--- src/rtl/psub_16bit_seq_pkg.sv ---
// Shared types and constants for the sequential lane-wise subtractor.
// Holds the FSM state enum, lane geometry and saturation values.
package psa_pkg;

  typedef enum logic [1:0] {
    IDLE = 2'd0,
    CALC = 2'd1,
    DONE = 2'd2
  } state_t;

  localparam int LANES  = 4;
  localparam int LANE_W = 4;

  localparam logic [LANE_W-1:0] SAT_POS = 4'h7;
  localparam logic [LANE_W-1:0] SAT_NEG = 4'h8;

endpackage

--- src/rtl/psub_16bit_seq_sat_sub.sv ---
// One signed 4-bit lane: d = a - b with overflow flag.
// Ports: a, b in; d, ovfl out. `PSUB_SAT_EN clamps overflowing lanes.
module sat_sub_4bit
  import psa_pkg::*;
(
  input  logic [3:0] a,
  input  logic [3:0] b,
  output logic [3:0] d,
  output logic       ovfl
);

  logic [3:0] raw;

  assign raw  = a - b;
  // Operands of opposite sign whose result sign leaves the minuend's.
  assign ovfl = (a[3] != b[3]) && (raw[3] != a[3]);

`ifdef PSUB_SAT_EN
  assign d = !ovfl ? raw : (a[3] ? SAT_NEG : SAT_POS);
`else
  assign d = raw;
`endif

endmodule

--- src/rtl/psub_16bit_seq.sv ---
// Multi-cycle PSUB: four nibble lanes through one shared lane subtractor.
// Ports: clk, rst, start, A, B in; busy, done, Diff, Ovfl out. Macro: PSUB_SAT_EN.
module psub_16bit_seq
  import psa_pkg::*;
(
  input  logic        clk,
  input  logic        rst,
  input  logic        start,
  input  logic [15:0] A,
  input  logic [15:0] B,
  output logic        busy,
  output logic        done,
  output logic [15:0] Diff,
  output logic [3:0]  Ovfl
);

  state_t      state;
  state_t      nstate;
  logic [1:0]  idx;
  logic [15:0] a_q;
  logic [15:0] b_q;
  logic [15:0] acc;
  logic [3:0]  flg;
  logic [3:0]  la;
  logic [3:0]  lb;
  logic [3:0]  ld;
  logic        lo;
  logic        last;

  assign la   = a_q[{idx, 2'b00} +: 4];
  assign lb   = b_q[{idx, 2'b00} +: 4];
  assign last = (idx == 2'd3);
  assign busy = (state == CALC);

  sat_sub_4bit u_lane (
    .a    (la),
    .b    (lb),
    .d    (ld),
    .ovfl (lo)
  );

  always_ff @(posedge clk) begin
    if (rst) state <= IDLE;
    else     state <= nstate;
  end

  always_comb begin
    nstate = state;
    unique case (state)
      IDLE:    if (start) nstate = CALC;
      CALC:    if (last) nstate = DONE;
      DONE:    nstate = start ? CALC : IDLE;
      default: nstate = IDLE;
    endcase
  end

  // Outputs load on the final lane edge so they are valid
  // throughout the DONE cycle, merging in the lane just computed.
  always_ff @(posedge clk) begin
    if (rst) begin
      idx  <= 2'd0;
      a_q  <= 16'h0;
      b_q  <= 16'h0;
      acc  <= 16'h0;
      flg  <= 4'h0;
      done <= 1'b0;
      Diff <= 16'h0;
      Ovfl <= 4'h0;
    end else begin
      done <= 1'b0;
      unique case (state)
        IDLE, DONE: begin
          if (start) begin
            a_q <= A;
            b_q <= B;
            idx <= 2'd0;
            acc <= 16'h0;
            flg <= 4'h0;
          end
        end
        CALC: begin
          acc[{idx, 2'b00} +: 4] <= ld;
          flg[idx]               <= lo;
          idx                    <= idx + 2'd1;
          if (last) begin
            Diff <= {ld, acc[11:0]};
            Ovfl <= {lo, flg[2:0]};
            done <= 1'b1;
          end
        end
        default: ;
      endcase
    end
  end

endmodule

--- config.mk ---
export PLATFORM = sky130hd
export DESIGN_NAME = psub_16bit_seq
export DESIGN_NICKNAME = d
export VERILOG_FILES = /design/src/rtl/psub_16bit_seq_pkg.sv /design/src/rtl/psub_16bit_seq_sat_sub.sv /design/src/rtl/psub_16bit_seq.sv
export SDC_FILE = /design/constraint.sdc
export NUM_CORES = 1
export LEC_CHECK = 0
export CAP_MARGIN = 30
export CORE_AREA = 2 2 83 85
export DETAILED_ROUTE_END_ITERATION = 10
export DIE_AREA = 0 0 85 87
export PLACE_DENSITY = 0.78
export SLEW_MARGIN = 20
export SYNTH_ARGS = -nofsm -noshare
export SYNTH_HDL_FRONTEND = slang
export SYNTH_SLANG_ARGS = --single-unit
--- constraint.sdc ---
create_clock -name clk -period 2.31 [get_ports clk]
set_input_delay 0.462 -clock clk [delete_from_list [all_inputs] [get_ports clk]]
set_output_delay 0.462 -clock clk [all_outputs]
set_load 0.03 [all_outputs]
==> metrics.txt <==
fmax=443 MHz; post-synth top area share=0.495; I/O Buffers=56; clock root buffer=clkbuf_8; Initial Util=0.443; Max-slew headroom=0.544; Async SR Flop Fraction=0; total number of vias=2,471; max-slew violations=0; clock buffer depth=2; mapped cell area=0.00291 mm2; antenna cells=0; hold_buf cts=0; status=finished clean; hpwl dp=4520 um; Arr. time, crit path=2.50 ns; endpoints failing hold=0; CTS clk-pin slew, worst paths=0.07 ns; worst setup path category=reg -> reg; critical path fanouts, max=6; GRT busiest layer=met2; Critical Path End Type=flip-flop; clk_skew=0.00551 ns; Yosys cell types=32; CTS tree=built; later-pin clock latency in the skew report=0.35 ns; TritonRoute pass-1 iters=5; worst slew pin tran=0.675 ns; synth top area cells=dfxtp_1 49%, nand2_1 13%, a21oi_1 9.1%; RSZ-0062 raised after global routing=true; routed len/inst=13.0 um; Final ANT Viol Nets=0; maximum vdd drop=0.458 mV; Max Cap Violations=0; Iter 0 DRT Violations=141; Mapped Avg Cell Area=8.57 um2; setup TNS=0 ns; Min Clock Period, post-route=2.26 ns; number of antenna violations at the first check in global routing=0; dpl cells=467; total die area=0.00740 mm2; vias in the first global route=2,431; Ys Warns=0; Startpoint Class=flip-flop; I/O pin cnt=57; M1 GR Usage=0.202; M3 GR Usage=0.0607; Layout Area Growth over Synthesis=32.2%; ratio of cells with drive above 1 in the final layout=0.126; TritonCTS Sinks=72; leak pwr=1.40 nW; largest net degree at the start of global routing=34; DRC=0; net count after synthesis=383; ratio of final minimum period to clock period=0.976; Die X=85 um; Chip Height=87 um; M2 GR Usage=0.320; Post-Syn Instances=340; GR Overflow Total=0; GRT Util Overall=0.180; Setup-failing EPs final=0; register bit total from synthesis=72; worst path required time=2.55 ns; Core ar.=0.00657 mm2; H-Tree Depth=3; aggregate routed wire length=6300 um; Top FF cell, synth=dfxtp_1; TritonCTS Buffers=9; final std cells w/o fill=484; DR vias/cell=5.11; first-pass GRT wire length=10,500 um; fill count=585; post-synthesis sequential area ratio=0.495; num rows=30; number of synthesized flops with an enable pin=0; largest area contributor in the synthesized netlist=dfxtp_1; power per cell area=714 mW/mm2; Final Net Count=442; GPL Wtd Cong=0.843; Hold WC Path Type=reg -> reg
==> layer usage <==
metal	vias to the layer above	share of wire
li1	1255	-
met1	1133	0.42
met2	72	0.51
met3	11	0.058
met4	0	0.013
met5	-	0
==> logic make-up after synthesis <==
family | synth area share
multiplexers | 0.0619
flip-flops | 0.495
XOR/XNOR | 0.00601
AO/OA/AOI/OAI | 0.154
adder cells (fa/ha/maj) | 0.0369
AND/OR/NAND/NOR | 0.205
buffers and inverters | 0.0408
==> cells in the mapped netlist, types with 2 or more instances <==
cell,n
mux4_2,8
nand2b_1,3
clkbuf_1,18
o21a_1,2
dfxtp_1,72
a32o_1,3
nand3_1,2
nand2_1,102
o31ai_2,2
nor2b_1,7
buf_1,2
a22oi_1,10
nor2_1,22
ha_1,7
buf_2,2
inv_1,8
o21ai_0,3
a21oi_1,53
==> report_power, final <==
| group | total [mW] | internal, mW | switching (mW) |
|---|---|---|---|
| Combinational | 0.369 | 0.174 | 0.195 |
| Sequential | 1.31 | 1.28 | 0.0262 |
| Clock | 1.07 | 0.637 | 0.432 |
==> stage by stage <==
| stage | hold WS (ns) | cell area [um2] | power [mW] | setup WS (ns) | utilization |
|---|---|---|---|---|---|
| after floorplan | 0.415 | 2930 | 1.55 | -0.00684 | - |
| after global placement | 0.441 | 3590 | 1.68 | 0.110 | 0.546 |
| after detailed placement | 0.446 | 3590 | 1.69 | 0.0737 | 0.546 |
| after CTS | 0.455 | 3800 | 2.75 | 0.0541 | 0.579 |
| after global routing | 0.472 | 3850 | 2.86 | -0.0487 | 0.586 |
| final | 0.453 | 3850 | 2.75 | 0.0548 | 0.586 |
==> layout make-up <==
class,instances,area [um2],area share
flip-flops and latches,72,1450,0.375
multi-input cells,237,1400,0.362
repair buffers,70,663,0.172
clock buffers,13,149,0.0387
well taps,80,100,0.0260
clock inverters,3,65.1,0.0169
inverters,9,33.8,0.00877
==> sequential cells by signal, indices dropped and copies added, names as in the netlist <==
register and flops:
flg 3, a_q 16, Diff 16, acc 12
done 1, idx 2, Ovfl 4, b_q 16
state 2
==> path summary, 6_finish.rpt <==
kind,cells after the start,startpoint,end,slack [ns]
worst min-delay path,2,Diff[10]$_SDFFE_PP0P_,Diff[10]$_SDFFE_PP0P_,0.45
worst min register to register,2,Diff[10]$_SDFFE_PP0P_,Diff[10]$_SDFFE_PP0P_,0.45
worst max register to register,7,idx[0]$_SDFFE_PP0P_,flg[0]$_SDFFE_PP0P_,0.05
worst max-delay path,7,idx[0]$_SDFFE_PP0P_,flg[0]$_SDFFE_PP0P_,0.05
==> repair_timing <==
| action | in CTS | in global routing |
|---|---|---|
| gates resized for setup | 0 | 10 |
| setup buffers | 0 | 1 |
| setup endpoints to repair | 0 | 12 |
==> layout by cell type, fill, tap and decap left out, types with 3 or more instances in the layout <==
master | Yosys | layout
a22oi_1 | 10 | 10
ha_1 | 7 | 5
mux4_2 | 8 | 8
nand2_1 | 102 | 102
nor2_1 | 22 | 22
clkdlybuf4s50_1 | 0 | 54
inv_1 | 8 | 6
dfxtp_1 | 72 | 71
buf_4 | 0 | 14
clkbuf_1 | 18 | 3
nor2b_1 | 7 | 6
a32o_1 | 3 | 3
a21oi_1 | 53 | 53
clkbuf_8 | 0 | 10
nand2b_1 | 3 | 3
==> worst max-delay path, stage by stage, from the launching register on <==
cell and delay, ns:
dfxtp_4 0.39, mux4_2 0.56, ha_4 0.25, nor2b_1 0.12, o21a_2 0.25, o21ai_2 0.19, o32ai_4 0.12, a32o_1 0.26
No activity file was read; power rests on OpenSTA's default activity.
